$ cat src/rtl/lpf_gear_ctrl_if.sv
// Control/status bundle between the loop sequencer, the lock detector and the CP/filter controls.
// Master drives enable and the lock flag; the sequencer (slave) drives the analog controls.
interface lpf_gear_ctrl_if #(
  parameter int ICP_W = 4
);
  logic             en;
  logic             near_lock;
  logic             prech;
  logic [ICP_W-1:0] icp_code;
  logic             r_sel;
  logic             locked;
  logic [2:0]       state;

  modport master (
    output en, near_lock,
    input  prech, icp_code, r_sel, locked, state
  );

  modport slave (
    input  en, near_lock,
    output prech, icp_code, r_sel, locked, state
  );
endinterface

$ cat src/rtl/lpf_gear_ctrl.sv
// PLL loop-filter sequencer: precharge, wide-band acquisition, Icp gear-down, tracking, relock.
// All outputs registered (change on the edge entering a state); no backpressure, en=0 always wins.
module lpf_gear_ctrl #(
  parameter int CNT_W      = 16,
  parameter int ICP_W      = 4,
  parameter int PRECH_CYC  = 16,
  parameter int ACQ_MIN    = 256,
  parameter int LOCK_CNT   = 64,
  parameter int STEP_CYC   = 32,
  parameter int ICP_ACQ    = 15,
  parameter int ICP_TRK    = 3,
  parameter int ICP_STEP   = 4,
  parameter int UNLOCK_CNT = 8
) (
  input  logic           clk,
  input  logic           rstn,
  lpf_gear_ctrl_if.slave bus
);

  typedef enum logic [2:0] {
    S_IDLE  = 3'd0,
    S_PRECH = 3'd1,
    S_ACQ   = 3'd2,
    S_GEAR  = 3'd3,
    S_TRACK = 3'd4
  } state_t;

  localparam logic [CNT_W-1:0] PRECH_LAST = CNT_W'(PRECH_CYC - 1);
  localparam logic [CNT_W-1:0] ACQ_MIN_C  = CNT_W'(ACQ_MIN);
  localparam logic [CNT_W-1:0] LOCK_C     = CNT_W'(LOCK_CNT);
  localparam logic [CNT_W-1:0] STEP_LAST  = CNT_W'(STEP_CYC - 1);
  localparam logic [CNT_W-1:0] UNL_C      = CNT_W'(UNLOCK_CNT);
  localparam logic [ICP_W-1:0] ICP_ACQ_C  = ICP_W'(ICP_ACQ);
  localparam logic [ICP_W-1:0] ICP_TRK_C  = ICP_W'(ICP_TRK);
  localparam logic [ICP_W-1:0] ICP_STEP_C = ICP_W'(ICP_STEP);

  state_t           state_q, state_d;
  logic [CNT_W-1:0] tmr_q, tmr_d;
  logic [CNT_W-1:0] lock_q, lock_d;
  logic [CNT_W-1:0] unl_q, unl_d;
  logic [CNT_W-1:0] unl_nxt;
  logic             prech_q, prech_d;
  logic             r_sel_q, r_sel_d;
  logic             locked_q, locked_d;
  logic [ICP_W-1:0] icp_q, icp_d;
  logic [ICP_W-1:0] icp_step;
  logic             step_fire;

  always_ff @(posedge clk or negedge rstn) begin
    if (!rstn) begin
      state_q  <= S_IDLE;
      tmr_q    <= '0;
      lock_q   <= '0;
      unl_q    <= '0;
      prech_q  <= 1'b0;
      r_sel_q  <= 1'b0;
      locked_q <= 1'b0;
      icp_q    <= '0;
    end else begin
      state_q  <= state_d;
      tmr_q    <= tmr_d;
      lock_q   <= lock_d;
      unl_q    <= unl_d;
      prech_q  <= prech_d;
      r_sel_q  <= r_sel_d;
      locked_q <= locked_d;
      icp_q    <= icp_d;
    end
  end

  // tmr_q is reused per state: precharge length, ACQ dwell, and GEAR step interval.
  always_comb begin
    state_d   = state_q;
    tmr_d     = tmr_q;
    lock_d    = lock_q;
    unl_d     = unl_q;
    step_fire = 1'b0;
    icp_step  = ((int'(icp_q) - ICP_STEP) <= ICP_TRK) ? ICP_TRK_C : icp_q - ICP_STEP_C;
    if (bus.near_lock)
      unl_nxt = '0;
    else if (unl_q < UNL_C)
      unl_nxt = unl_q + 1'b1;
    else
      unl_nxt = unl_q;

    case (state_q)
      S_IDLE: begin
        tmr_d  = '0;
        lock_d = '0;
        unl_d  = '0;
        if (bus.en) state_d = S_PRECH;
      end
      S_PRECH: begin
        if (tmr_q == PRECH_LAST) begin
          state_d = S_ACQ;
          tmr_d   = '0;
        end else begin
          tmr_d = tmr_q + 1'b1;
        end
      end
      S_ACQ: begin
        if (tmr_q < ACQ_MIN_C) tmr_d = tmr_q + 1'b1;
        if ((tmr_q < ACQ_MIN_C) || !bus.near_lock)
          lock_d = '0;
        else if (lock_q < LOCK_C)
          lock_d = lock_q + 1'b1;
        if (lock_d == LOCK_C) begin
          state_d = S_GEAR;
          tmr_d   = '0;
          lock_d  = '0;
          unl_d   = '0;
        end
      end
      S_GEAR: begin
        unl_d = unl_nxt;
        if (unl_nxt == UNL_C) begin
          state_d = S_ACQ;
          tmr_d   = '0;
          lock_d  = '0;
          unl_d   = '0;
        end else if (tmr_q == STEP_LAST) begin
          step_fire = 1'b1;
          tmr_d     = '0;
          if (icp_step == ICP_TRK_C) state_d = S_TRACK;
        end else begin
          tmr_d = tmr_q + 1'b1;
        end
      end
      S_TRACK: begin
        unl_d = unl_nxt;
        if (unl_nxt == UNL_C) begin
          state_d = S_ACQ;
          tmr_d   = '0;
          lock_d  = '0;
          unl_d   = '0;
        end
      end
      default: begin
        state_d = S_IDLE;
        tmr_d   = '0;
        lock_d  = '0;
        unl_d   = '0;
      end
    endcase

    if (!bus.en) begin
      state_d   = S_IDLE;
      tmr_d     = '0;
      lock_d    = '0;
      unl_d     = '0;
      step_fire = 1'b0;
    end
  end

  always_comb begin
    prech_d  = (state_d == S_PRECH);
    r_sel_d  = (state_d == S_GEAR) || (state_d == S_TRACK);
    locked_d = (state_d == S_TRACK);
    case (state_d)
      S_ACQ:   icp_d = ICP_ACQ_C;
      S_GEAR:  icp_d = step_fire ? icp_step : icp_q;
      S_TRACK: icp_d = ICP_TRK_C;
      default: icp_d = '0;
    endcase
  end

  assign bus.prech    = prech_q;
  assign bus.icp_code = icp_q;
  assign bus.r_sel    = r_sel_q;
  assign bus.locked   = locked_q;
  assign bus.state    = state_q;

endmodule

$ cat src/flat_wrapper.sv
// flat-port wrapper written by rule: the top's interface ports become plain ports
module lpf_gear_ctrl_flat 
#(
  parameter int CNT_W      = 16,
  parameter int ICP_W      = 4,
  parameter int PRECH_CYC  = 16,
  parameter int ACQ_MIN    = 256,
  parameter int LOCK_CNT   = 64,
  parameter int STEP_CYC   = 32,
  parameter int ICP_ACQ    = 15,
  parameter int ICP_TRK    = 3,
  parameter int ICP_STEP   = 4,
  parameter int UNLOCK_CNT = 8
)
  (clk, rstn, bus_en, bus_near_lock, bus_prech, bus_icp_code, bus_r_sel, bus_locked, bus_state);
  lpf_gear_ctrl_if #(.ICP_W(ICP_W)) bus_i ();
  input  logic clk;
  input  logic rstn;
  input wire logic [$bits(bus_i.en)-1:0] bus_en;
  input wire logic [$bits(bus_i.near_lock)-1:0] bus_near_lock;
  output wire logic [$bits(bus_i.prech)-1:0] bus_prech;
  output wire logic [$bits(bus_i.icp_code)-1:0] bus_icp_code;
  output wire logic [$bits(bus_i.r_sel)-1:0] bus_r_sel;
  output wire logic [$bits(bus_i.locked)-1:0] bus_locked;
  output wire logic [$bits(bus_i.state)-1:0] bus_state;
  assign bus_i.en = bus_en;
  assign bus_i.near_lock = bus_near_lock;
  assign bus_prech = bus_i.prech;
  assign bus_icp_code = bus_i.icp_code;
  assign bus_r_sel = bus_i.r_sel;
  assign bus_locked = bus_i.locked;
  assign bus_state = bus_i.state;
  lpf_gear_ctrl #(.CNT_W(CNT_W), .ICP_W(ICP_W), .PRECH_CYC(PRECH_CYC), .ACQ_MIN(ACQ_MIN), .LOCK_CNT(LOCK_CNT), .STEP_CYC(STEP_CYC), .ICP_ACQ(ICP_ACQ), .ICP_TRK(ICP_TRK), .ICP_STEP(ICP_STEP), .UNLOCK_CNT(UNLOCK_CNT)) u_core (.clk(clk), .rstn(rstn), .bus(bus_i));
endmodule
$ cat config.mk
export PLATFORM = sky130hd
export DESIGN_NAME = lpf_gear_ctrl_flat
export DESIGN_NICKNAME = d
export VERILOG_FILES = /design/src/rtl/lpf_gear_ctrl_if.sv /design/src/rtl/lpf_gear_ctrl.sv /design/src/flat_wrapper.sv
export SDC_FILE = /design/constraint.sdc
export NUM_CORES = 1
export LEC_CHECK = 0
export ABC_AREA = 1
export CAP_MARGIN = 20
export CORE_MARGIN = 4
export CORE_UTILIZATION = 24
export DETAILED_ROUTE_END_ITERATION = 7
export MAX_ROUTING_LAYER = met4
export PLACE_DENSITY_LB_ADDON = 0.12
export SKIP_CTS_REPAIR_TIMING = 1
export SYNTH_ARGS = -nofsm -noshare
export SYNTH_HDL_FRONTEND = slang
export SYNTH_SLANG_ARGS = --single-unit
$ cat constraint.sdc
create_clock -name clk -period 2.3 [get_ports clk]
set_clock_uncertainty 0.15 [all_clocks]
set_input_delay 0.46 -clock clk [delete_from_list [all_inputs] [get_ports clk]]
set_output_delay 0.46 -clock clk [all_outputs]
set_load 0.02 [all_outputs]
======== Yosys cells after proc, flatten, opt, wreduce, memory -nomap -nowiden ========
Index checks and enable logic that the tools add are counted.
W data, S select, Z words.
word-level totals
  register bits after elaboration ......... 58
  bits of input ports ..................... 4
  output and inout bits ................... 10
  logic and storage cells ................. 79
operators by class
  add/sub/neg operators ................... 5
  magnitude comparators ................... 4
  eq/ne operators ......................... 19
  multiplexer cells ....................... 35
  reduce and logical (&&, ||, !) cells .... 8
operators by type and width
  cell                     number
  $mux W16                 17
  $pmux W16 S3             2
  $pmux W16 S4             1
  $add A16 B1 Y16 const B  3
  $eq A16 B4 Y1 const B    2
  $le A32 B3 Y1 const B    1
  $mux W3                  7
  $eq A16 B5 Y1 const B    1
  $eq A16 B7 Y1 const B    1
  $lt A16 B4 Y1 const B    1
  $lt A16 B7 Y1 const B    1
  $lt A16 B9 Y1 const B    1
  $pmux W3 S5              1
  $eq A3 B2 Y1 const B     4
  $pmux W4 S3              1
  $ne A3 B2 Y1 const B     3
  $mux W4                  2
  $eq A3 B1 Y1 const B     2
  $eq A3 B3 Y1 const B     2
  $reduce_and A2 Y1        3
  $sub A4 B3 Y5 const B    1
  $eq A4 B2 Y1 const B     1
  $mux W1                  4
  $ne A4 B2 Y1 const B     1
  other kinds (7)          8

======== Longest topological paths before layout ========
Gate-level depths: netlist of the first run.
  depth in word-level cells ............... 11
  mapped depth ............................ 16
  depth with buffers taken out ............ 16

======== Least setup slack after synthesis of the first run ========
OpenSTA, ideal clock, no wires.
  kind .................................... register to register
  from .................................... register u_core.icp_q[2], in the netlist u_core.bus.icp_code[2]
  to ...................................... register u_core.icp_q[0], in the netlist u_core.bus.icp_code[0]
  library setup time ...................... 0.118 ns
  data arrival time ....................... 2.092 ns
  data required time ...................... 2.032 ns
  setup slack ............................. -0.059 ns
  cell stages (with the launch flop) ...... 16
  buffers on the path ..................... 0
  clock period less this slack ............ 2.359 ns
  path through ............................ dfrtp_1 inv_1 ha_1 nor2_1 inv_1 or2_2 nand3_1 nor3_1 nor3_1 nor2_1 nand2_1 nand2_1 inv_1 nand3_1 nand3_1 nand2_1
on the way
  cells in the longest elaborated chain, start to end .. 11
  elaborated cells on any way between the ends .. 16
  classes of those cells .................. 2 x add/sub; 1 x order compare; 5 x eq/ne; 8 x mux
ends and longest elaborated chain
  element                                       line                  RTL
  start, declared                               lpf_gear_ctrl.sv:45   logic [ICP_W-1:0] icp_q, icp_d;
  start signal, assigned                        lpf_gear_ctrl.sv:67   icp_q <= icp_d;
  $sub A4 B3 Y5                                 lpf_gear_ctrl.sv:78   icp_step = ((int'(icp_q) - ICP_STEP) <= ICP_TRK) ? ICP_TRK_C : icp_q - ICP_STEP_C;
  $le A32 B3 Y1                                 lpf_gear_ctrl.sv:78
  $mux W4 *                                     lpf_gear_ctrl.sv:78
  $eq A4 B2 Y1 *                                lpf_gear_ctrl.sv:124  if (icp_step == ICP_TRK_C) state_d = S_TRACK;
  $mux W3 *                                     lpf_gear_ctrl.sv:124
  $mux W3 *                                     lpf_gear_ctrl.sv:121  end else if (tmr_q == STEP_LAST) begin
  $mux W3 *                                     lpf_gear_ctrl.sv:116  if (unl_nxt == UNL_C) begin
  $pmux W3 S5 *                                 lpf_gear_ctrl.sv:86   case (state_q)
  $mux W3 *                                     lpf_gear_ctrl.sv:146  if (!bus.en) begin
  net u_core.state_d[1]                         lpf_gear_ctrl.sv:37   state_t state_q, state_d;
  $eq A3 B3 Y1 or $eq A3 B2 Y1 (tied branches)  lpf_gear_ctrl.sv:159  case (state_d)
  $pmux W4 S3 or $ne A2 B1 Y1 (tied branches)   -
Mark *: on every way through the listed nets, which the timed path passes. The rest lies on a longest branch. The select of a mux whose other input is x is not followed.
A chain may end at the register's enable or synchronous reset.

======== Final worst setup path of the first run ========
  from .................................... register u_core.icp_q[2], in the netlist u_core.bus.icp_code[2]
  to ...................................... register u_core.icp_q[2], in the netlist u_core.bus.icp_code[2]
on the way
  cells in the longest elaborated chain, start to end .. 11
  elaborated cells on any way between the ends .. 16
  classes of those cells .................. 2 x add/sub; 1 x order compare; 5 x eq/ne; 8 x mux
ends and longest elaborated chain
  element                                       line
  $sub A4 B3 Y5                                 lpf_gear_ctrl.sv:78
  $le A32 B3 Y1                                 lpf_gear_ctrl.sv:78
  $mux W4 *                                     lpf_gear_ctrl.sv:78
  $eq A4 B2 Y1                                  lpf_gear_ctrl.sv:124
  $mux W3                                       lpf_gear_ctrl.sv:124
  $mux W3                                       lpf_gear_ctrl.sv:121
  $mux W3                                       lpf_gear_ctrl.sv:116
  $pmux W3 S5                                   lpf_gear_ctrl.sv:86
  $mux W3                                       lpf_gear_ctrl.sv:146
  $eq A3 B3 Y1 or $eq A3 B2 Y1 (tied branches)  lpf_gear_ctrl.sv:159
  $pmux W4 S3 or $ne A2 B1 Y1 (tied branches)   -
Mark *: on every way between the ends. The rest lies on a longest branch, timed or not. The select of a mux whose other input is x is not followed.

==> flow_metrics.py, run 1 <==
metrics = {
    "route": {
        "ant_nets": 0,
        "wl_per_cell_um": 14.1,
        "wl_um": 12700,
        "dr.pass1.iters": 4,
        "dr_total_vias": 4173,
        "viasPerCell": 4.62,
        "drt_iter0_drc": 192,
        "drcViolationCount": 0,
    },
    "synth": {
        "synth_edf_count": 0,
        "synth_ff_type": "dfrtp_1",
        "synthCells": 549,
        "synth-seq-cells": 58,
        "yosysUniqueCellTypes": 45,
        "synth.avg_cell_area_um2": 7.33,
        "mappedNetlistNets": 558,
        "async_flop_share": 1.00,
        "yosys_warnings": 0,
        "syn_area_um2": 4030,
        "ys_seq_area_frac": 0.361,
    },
    "setup_path": {
        "required_ns": 2.37,
        "max_stage_delay_ns": 0.42,
        "crit_family": "simple AND/OR/NAND/NOR gates",
        "crit_path_top_delay_cell": "dfrtp_2",
        "crit_fanout": 5,
        "crit_cells": 13,
        "crit_path_cell_trace": "ha_2, nor2_2, inv_2, or2_2, nand3_2, nor3_4, nor3_2, buf_4, nand2_2, nand3_4, nand3_2, nand2_1, nand2_1",
        "critPathLaunchType": "flop",
        "crit_arrival_ns": 2.44,
        "worstSetupPathType": "reg2reg",
        "worstRegToRegCells": 13,
        "worstPathBufferInverterCount": 2,
        "cp-end-kind": "flop",
    },
    "clock_network": {
        "cts_root_buf": "clkbuf_16",
        "clkSlewWorstSetupHoldPaths_ns": 0.05,
        "htree_levels": 3,
        "cts_made_buffers": 9,
        "cts_tree": "done",
        "ctsLongestPathBuffers": 2,
        "clk_latency_ns": 0.34,
        "clock_sinks": 58,
    },
    "die": {
        "dieArea_um2": 18900,
        "rows": 47,
        "start_util": 0.244,
        "fp.dieW_um": 138,
        "core_um2": 16500,
        "io_pins": 14,
        "fp.dieH_um": 138,
    },
    "sta": {
        "slew_viol_final": 0,
        "fin_hold_ws_ns": -0.0123,
        "fin_crit_sh": 1.03,
        "fmax_mhz": 421,
        "layout_setup_ws_ns": -0.0734,
        "tightest_slew_ns": 0.552,
        "rsz0062_at_grt": "true",
        "hold_violations": 24,
        "slew_headroom": 0.627,
        "setup_viol": 30,
        "tns_ns": -1.24,
        "final.min_clock_period_ns": 2.37,
    },
    "finish": {
        "finish.instance_area_um2": 6010,
        "final_cells": 904,
        "layout_commonest_cell": "nand2_1",
        "fin_util": 0.364,
        "areaGrowthSynthToFinish_pct": 49.4,
        "final_cell_mix": "nand2_1 (120), buf_4 (109), nand3_1 (72), inv_1 (66), dfrtp_1 (56)",
        "antenna_cells": 0,
        "drive_gt1_frac": 0.380,
        "fin_nets": 691,
    },
    "power_and_ir_drop": {
        "leakage_nw": 2.81,
        "total_power_mw": 2.39,
        "irDropWorstVdd_mv": 0.305,
        "p_per_area_nw_per_um2": 398,
    },
    "global_route": {
        "grt_pass1_vias": 3944,
        "grt_usage": 0.137,
        "grt_max_degree": 59,
        "antenna_found_initial": 0,
        "grt_pass1_wl_um": 19500,
        "gr-total-overflow": 0,
    },
    "placed_design": {
        "placed_cell_area_um2": 5140,
        "placedCellCount": 866,
        "numPortBuffers": 13,
        "dp_hpwl_um": 8340,
        "pre_cts_ws_ns": -0.541,
        "gp_congestion": 0.799,
    },
    "flow_run": {
        "drv_cap": 0,
    },
    "worst_hold_path": {
        "hp-class": "in2async",
    },
    "status": {
        "status": "complete, but fails checks",
        "violations": "hold timing, setup timing",
    },
}
==> registers in the layout, summed over array words and instances (netlist names) <==
signal	count
u_core.lock_q	16
u_core.tmr_q	16
u_core.unl_q	16
u_core.bus.icp_code	4
u_core.bus.state	3
u_core.bus.locked	1
u_core.bus.prech	1
u_core.bus.r_sel	1
==> power breakdown <==
part           switching [mW]  leakage [nW]  internal, mW  total (mW)
Sequential            0.00393         0.804          1.03        1.03
Combinational           0.105          1.89        0.0523       0.158
Clock                   0.470         0.124         0.738        1.21
Total                   0.579          2.81          1.82        2.39
==> logic make-up after synthesis <==
family | synth area share
simple gates | 0.387
buf+inv | 0.0945
compound gates | 0.116
flops | 0.361
xor+xnor | 0.0261
fa+ha+maj | 0.0155
==> Yosys cell counts, types with 2 or more instances <==
master	count	area share
xor2_1	9	0.020
o21ai_1	4	0.0050
nand2_1	140	0.13
inv_1	69	0.064
nor3_1	3	0.0037
nand2_2	6	0.0093
nand3_4	2	0.0087
o211ai_1	6	0.011
nor2_4	4	0.011
o21ai_2	2	0.0044
buf_6	4	0.011
nand4_1	18	0.028
o22ai_2	10	0.031
nor3_2	3	0.0075
o21ai_0	14	0.017
nand3_2	4	0.0099
dfrtp_1	58	0.36
nand3_1	78	0.097
o21bai_1	2	0.0037
o22ai_1	6	0.0093
o31ai_1	6	0.011
xnor2_1	3	0.0065
nor2_1	48	0.045
buf_2	8	0.0099
a21oi_1	7	0.0087
or2_2	2	0.0031
ha_1	5	0.016
clkbuf_1	3	0.0028
nor2_2	9	0.014
==> worst paths after layout <==
path | start | end | slack [ns]
setup / recovery | u_core.bus.icp_code[2] | u_core.bus.icp_code[2] | -0.07
hold / removal | rstn | u_core.tmr_q[14] | -0.01
setup reg to reg | u_core.bus.icp_code[2] | u_core.bus.icp_code[2] | -0.07
hold reg to reg | u_core.tmr_q[7] | u_core.tmr_q[7] | 0.35
max in group asynchronous | rstn | u_core.bus.icp_code[3] | 1.73
min in group clk | u_core.tmr_q[7] | u_core.tmr_q[7] | 0.35
==> routing by layer <==
metal / wire, um / vias up / global-route usage
li1: - / 2092 / -
met1: 5720 / 1979 / 0.172
met2: 6220 / 80 / 0.211
met3: 424 / 22 / 0.0321
met4: 349 / 0 / 0.0604
met5: 0 / - / -
==> area by class of cell <==
| type | count | area (um2) |
|---|---|---|
| repair buffers | 136 | 1160 |
| clock buffers | 12 | 246 |
| multi-input cells | 405 | 2580 |
| fillers | 1715 | 10500 |
| well taps | 220 | 275 |
| inverters | 72 | 285 |
| flip-flops and latches | 58 | 1450 |
| clock inverters | 1 | 5.00 |
==> worst reg2reg max path: cells and delay by family (launching register included) <==
kind	cells	cell delay, ns
adders and majority gates	1	0.19
buffers and inverters	2	0.20
DFF	1	0.42
and+or+nand+nor	10	1.32
No activity file was read; power rests on OpenSTA's default activity.
==> run 2: changes to the inputs <==
--- a/config.mk
+++ b/config.mk
@@ -7,7 +7,6 @@
 export LEC_CHECK = 0
 export ABC_AREA = 1
 export CAP_MARGIN = 20
-export CORE_MARGIN = 4
 export CORE_UTILIZATION = 24
 export DETAILED_ROUTE_END_ITERATION = 7
 export MAX_ROUTING_LAYER = met4
@@ -16,3 +15,4 @@
 export SYNTH_ARGS = -nofsm -noshare
 export SYNTH_HDL_FRONTEND = slang
 export SYNTH_SLANG_ARGS = --single-unit
+export TNS_END_PERCENT = 30
==> run 2 against run 1 <==
The flow still finishes with violations (hold timing, setup timing). Sequential share of layout area increased by 1.4 points. Combinational power decreased by 11%. First-iteration DRC count decreased by 3.1%. Critical path depth increased by 1. Flip-flop and latch count unchanged. Non-clock buffer count decreased by 14. Highest routed layer unchanged. Utilization decreased by 1.2 points. Final cell count decreased by 1.8%. Sequential power about the same. Critical path type unchanged. Design area decreased by 5.6%. Fmax increased by 2.7%. Worst setup slack improved by 0.062 ns.
==> flow_metrics.py, run 2 (synthesis results as in run 1) <==
metrics = {
    "status": {
        "violations": "hold timing, setup timing",
        "status": "complete, but fails checks",
    },
    "power_and_ir_drop": {
        "total_power_mw": 2.42,
        "irDropWorstVdd_mv": 0.296,
        "leakage_nw": 2.73,
        "p_per_area_nw_per_um2": 427,
    },
    "placed_design": {
        "dp_hpwl_um": 8410,
        "gp_congestion": 0.811,
        "placedCellCount": 867,
        "numPortBuffers": 13,
        "placed_cell_area_um2": 5160,
        "pre_cts_ws_ns": -0.497,
    },
    "setup_path": {
        "crit_cells": 14,
        "worstPathBufferInverterCount": 2,
        "critPathMostFrequentCell": "nand2_1",
        "worstRegToRegCells": 14,
        "required_ns": 2.43,
        "reg2reg_from": "u_core.bus.icp_code[2]",
        "crit_fanout": 4,
        "max_stage_delay_ns": 0.42,
        "crit_path_cell_trace": "ha_1, nor2_2, inv_1, or2_2, nand3_2, nor3_2, nor3_2, nor2_1, nand2_1, nand2_2, buf_4, nand2_1, nand3_1, nand2_1",
        "crit_path_top_delay_cell": "dfrtp_2",
        "cp-end-kind": "flop",
        "crit_arrival_ns": 2.44,
        "worstSetupPathType": "reg2reg",
        "r2r_slack_ns": -0.01,
        "critPathLaunchType": "flop",
        "crit_family": "simple AND/OR/NAND/NOR gates",
        "r2r-end": "u_core.bus.icp_code[0]",
    },
    "route": {
        "drcViolationCount": 0,
        "dr_total_vias": 4043,
        "wl_um": 12200,
        "met2WireLength_um": 5520,
        "wl_per_cell_um": 13.7,
        "dr.pass1.iters": 4,
        "wl_met1_um": 6100,
        "highest_layer": "met4",
        "ant_nets": 0,
        "viasPerCell": 4.55,
        "wl_met3_um": 344,
        "drt_iter0_drc": 186,
    },
    "die": {
        "fp.dieH_um": 132,
        "fp.dieW_um": 132,
        "io_pins": 14,
        "start_util": 0.250,
        "dieArea_um2": 17300,
        "core_um2": 16100,
        "rows": 46,
    },
    "global_route": {
        "grt_pass1_vias": 3956,
        "antenna_found_initial": 0,
        "grt_max_degree": 59,
        "grt_pass1_wl_um": 20000,
        "grt_usage": 0.150,
        "gr-total-overflow": 0,
    },
    "finish": {
        "fin_nets": 676,
        "final_cells": 888,
        "fillers": 1729,
        "layout_commonest_cell": "nand2_1",
        "antenna_cells": 0,
        "reg_top3": "u_core.lock_q x16, u_core.tmr_q x16, u_core.unl_q x16",
        "finish.instance_area_um2": 5670,
        "fin_util": 0.352,
        "final_cell_mix": "nand2_1 (126), buf_4 (103), nand3_1 (75), inv_1 (68), dfrtp_1 (56)",
        "drive_gt1_frac": 0.323,
        "areaGrowthSynthToFinish_pct": 41.0,
    },
    "clock_network": {
        "clock_sinks": 58,
        "cts_made_buffers": 9,
        "htree_levels": 3,
        "clkSlewWorstSetupHoldPaths_ns": 0.06,
        "cts_root_buf": "clkbuf_16",
        "cts_tree": "done",
        "clk_latency_ns": 0.34,
        "ctsLongestPathBuffers": 2,
    },
    "flow_run": {
        "drv_cap": 0,
    },
    "sta": {
        "tns_ns": -0.0315,
        "fmax_mhz": 433,
        "hold_violations": 50,
        "fin_crit_sh": 1.00,
        "final.min_clock_period_ns": 2.31,
        "fin_hold_ws_ns": -0.0141,
        "rsz0062_at_grt": "true",
        "tightest_slew_ns": 0.707,
        "layout_setup_ws_ns": -0.0110,
        "slew_viol_final": 0,
        "slew_headroom": 0.522,
        "setup_viol": 6,
    },
    "worst_hold_path": {
        "hp-class": "in2async",
    },
}
-- run 2: cell types whose count changed in the layout (fill, tap and decap cells not counted), moves of 3 or more --
cell     before  now
nor2_4       10    7
o21ai_0       5    9
nor2_2       22   18
o22ai_2      14   10
nand2_1     120  126
buf_4       109  103
nor2_1       29   37
nand3_1      72   75
o22ai_1       0    6
nand2_2      23   17
o21ai_1       9    5
buf_6         8    2
-- run 2: area by class of cell --
| type | instances | area, um2 | area share |
|---|---|---|---|
| Inverter | 72 | 283 | 0.0498 |
| Clock buffer | 13 | 250 | 0.0441 |
| Tap cell | 216 | 270 | 0.0476 |
| Multi-Input combinational cell | 404 | 2400 | 0.424 |
| Clock inverter | 3 | 15.0 | 0.00265 |
| Timing Repair Buffer | 122 | 998 | 0.176 |
| Sequential cell | 58 | 1450 | 0.256 |
-- run 2: how the worst max path moves through the flow --
stage	end	from	slack [ns]
floorplan	u_core.bus.icp_code[0]	u_core.bus.icp_code[2]	0.01
global placement	u_core.bus.icp_code[0]	bus_near_lock	-0.46
global route	u_core.tmr_q[5]	u_core.lock_q[10]	-0.21
detailed placement	u_core.tmr_q[0]	bus_near_lock	-0.50
CTS	u_core.bus.icp_code[0]	u_core.unl_q[14]	-0.16
finish	u_core.bus.icp_code[0]	u_core.bus.icp_code[2]	-0.01
-- run 2: power by group --
group          total (mW)  switching [mW]  internal, mW  leakage, nW
sequential           1.03         0.00374          1.02        0.804
clock                1.25           0.501         0.754        0.133
combinational       0.140          0.0949        0.0448         1.79
total                2.42           0.599          1.82         2.73
-- run 2: worst register-to-register path, cell delays in order, from the launching register on --
cell and delay (ns):
dfrtp_2 0.42, ha_1 0.21, nor2_2 0.12, inv_1 0.07
or2_2 0.31, nand3_2 0.10, nor3_2 0.06, nor3_2 0.21
nor2_1 0.06, nand2_1 0.09, nand2_2 0.07, buf_4 0.15
nand2_1 0.08, nand3_1 0.08, nand2_1 0.06
-- run 2: per-layer routing --
metal | GRT usage | vias up
met1 | 0.195 | 1926
li1 | - | 2052
met3 | 0.0251 | 15
met4 | 0.0620 | 0
met5 | - | -
met2 | 0.230 | 50
==> run 3: changes to the inputs <==
--- a/config.mk
+++ b/config.mk
@@ -7,7 +7,7 @@
 export LEC_CHECK = 0
 export ABC_AREA = 1
 export CAP_MARGIN = 20
-export CORE_UTILIZATION = 24
+export CORE_UTILIZATION = 56
 export DETAILED_ROUTE_END_ITERATION = 7
 export MAX_ROUTING_LAYER = met4
 export PLACE_DENSITY_LB_ADDON = 0.12
==> run 3 against run 2 <==
The flow finishes with violations (setup timing). First-iteration DRC count is 130% higher. Hold slack improved by 0.34 ns. Flip-flop and latch count unchanged. Critical path type unchanged. Final cell count fell by 16%. Largest power group is now registers. Die area decreased by 56%. Total power shrank 11%. Register-to-register slack got worse by 0.08 ns.
==> flow_metrics.py, run 3 (synthesis results as in run 1) <==
metrics = {
    "die": {
        "core_um2": 6870,
        "io_pins": 14,
        "start_util": 0.586,
        "dieArea_um2": 7530,
        "fp.dieH_um": 86.8,
        "rows": 30,
        "fp.dieW_um": 86.8,
    },
    "global_route": {
        "grt_pass1_wl_um": 16900,
        "gr-total-overflow": 0,
        "grt_max_degree": 30,
        "antenna_found_initial": 0,
        "grt_pass1_vias": 3739,
        "grt_usage": 0.296,
    },
    "finish": {
        "drive_gt1_frac": 0.343,
        "final_cell_mix": "nand2_1 (121), buf_4 (77), inv_1 (65), nand3_1 (61), dfrtp_1 (56)",
        "final_cells": 746,
        "finish.instance_area_um2": 5560,
        "fin_nets": 655,
        "layout_commonest_cell": "nand2_1",
        "antenna_cells": 0,
        "fin_util": 0.810,
        "reg_top3": "u_core.lock_q x16, u_core.tmr_q x16, u_core.unl_q x16",
        "areaGrowthSynthToFinish_pct": 38.2,
    },
    "sta": {
        "tns_ns": -1.92,
        "hold_violations": 0,
        "rsz0062_at_grt": "true",
        "fin_crit_sh": 1.04,
        "slew_viol_final": 0,
        "tightest_slew_ns": 0.579,
        "setup_viol": 34,
        "layout_setup_ws_ns": -0.0937,
        "slew_headroom": 0.609,
        "fmax_mhz": 418,
        "final.min_clock_period_ns": 2.39,
    },
    "setup_path": {
        "max_stage_delay_ns": 0.43,
        "cp-end-kind": "flop",
        "crit_fanout": 16,
        "crit_path_top_delay_cell": "dfrtp_1",
        "critPathLaunchType": "flop",
        "r2r_slack_ns": -0.09,
        "worstSetupPathType": "reg2reg",
        "crit_arrival_ns": 2.46,
        "crit_path_cell_trace": "nor2_1, nand2_2, nor2_4, nand3_2, a21oi_2, nand2_2, nor2_4, nand3_4, nand2_8, inv_6, a21oi_4, buf_12, o22ai_1",
        "required_ns": 2.37,
    },
    "clock_network": {
        "clkSlewWorstSetupHoldPaths_ns": 0.07,
        "clk_latency_ns": 0.34,
        "htree_levels": 3,
        "clock_sinks": 58,
        "cts_tree": "done",
        "cts_root_buf": "clkbuf_8",
        "cts_made_buffers": 9,
        "ctsLongestPathBuffers": 2,
    },
    "placed_design": {
        "numPortBuffers": 13,
        "placed_cell_area_um2": 4730,
        "gp_congestion": 0.935,
        "pre_cts_ws_ns": -0.461,
        "dp_hpwl_um": 7230,
        "placedCellCount": 709,
    },
    "route": {
        "drcViolationCount": 0,
        "dr_total_vias": 4307,
        "viasPerCell": 5.77,
        "wl_um": 11700,
        "wl_per_cell_um": 15.7,
        "dr.pass1.iters": 5,
        "drt_iter0_drc": 432,
        "ant_nets": 0,
    },
    "flow_run": {
        "drv_cap": 0,
    },
    "status": {
        "violations": "setup timing",
        "status": "complete, but fails checks",
    },
    "power_and_ir_drop": {
        "p_per_area_nw_per_um2": 390,
        "leakage_nw": 2.70,
        "irDropWorstVdd_mv": 0.382,
    },
    "worst_hold_path": {
        "hp-class": "in2async",
    },
}
run 3: cell count changes in the layout (fill, tap and decap cells not counted), sizes merged:
cell and delta:
buf -23, bufinv +1, clkbuf +1, clkinv -1
dlygate4sd3 +1, inv -1, nor2 -1, o21ai +1
run 3: path summary, 6_finish.rpt:
kind | start | end | depth (start not counted)
max | u_core.unl_q[5] | u_core.lock_q[13] | 13
max in group asynchronous | rstn | u_core.bus.icp_code[2] | 3
min | rstn | u_core.lock_q[15] | 2
max reg2reg | u_core.unl_q[5] | u_core.lock_q[13] | 13
min reg2reg | u_core.unl_q[9] | u_core.unl_q[9] | 2
min in group clk | u_core.unl_q[9] | u_core.unl_q[9] | 2
run 3: worst max-delay path: cells and delay by family (launching register included):
family / cells / cell delay, ns
AND/OR/NAND/NOR: 8 / 1.05
flip-flops: 1 / 0.43
AO/OA/AOI/OAI: 3 / 0.41
buffers and inverters: 2 / 0.22
run 3: power breakdown:
part           internal (mW)  leakage (nW)  total, mW  switching (mW)
logic                 0.0540          1.79      0.152          0.0976
clock network          0.582         0.106      0.990           0.408
registers               1.02         0.804       1.03         0.00284
run 3: cell type report:
type / instances / area [um2]
inverters: 72 / 288
clock inverters: 2 / 35.0
multi-input cells: 404 / 2600
fillers: 429 / 1310
clock buffers: 13 / 169
repair buffers: 101 / 895
flip-flops and latches: 58 / 1450
well taps: 96 / 120
run 3: through the flow:
step	total power, mW	hold WS [ns]
after global routing	2.25	0.331
after global placement	1.17	0.144
final	2.17	0.329
after floorplan	1.11	0.0144
after detailed placement	1.17	0.140
after CTS	2.15	-0.216
run 3: per-layer routing:
| layer | up-vias | track usage | routed length, um |
|---|---|---|---|
| li1 | 2019 | - | - |
| met1 | 2052 | 0.387 | 4970 |
| met2 | 203 | 0.465 | 5690 |
| met3 | 33 | 0.0667 | 744 |
| met4 | 0 | 0.0803 | 297 |
| met5 | - | - | 0 |
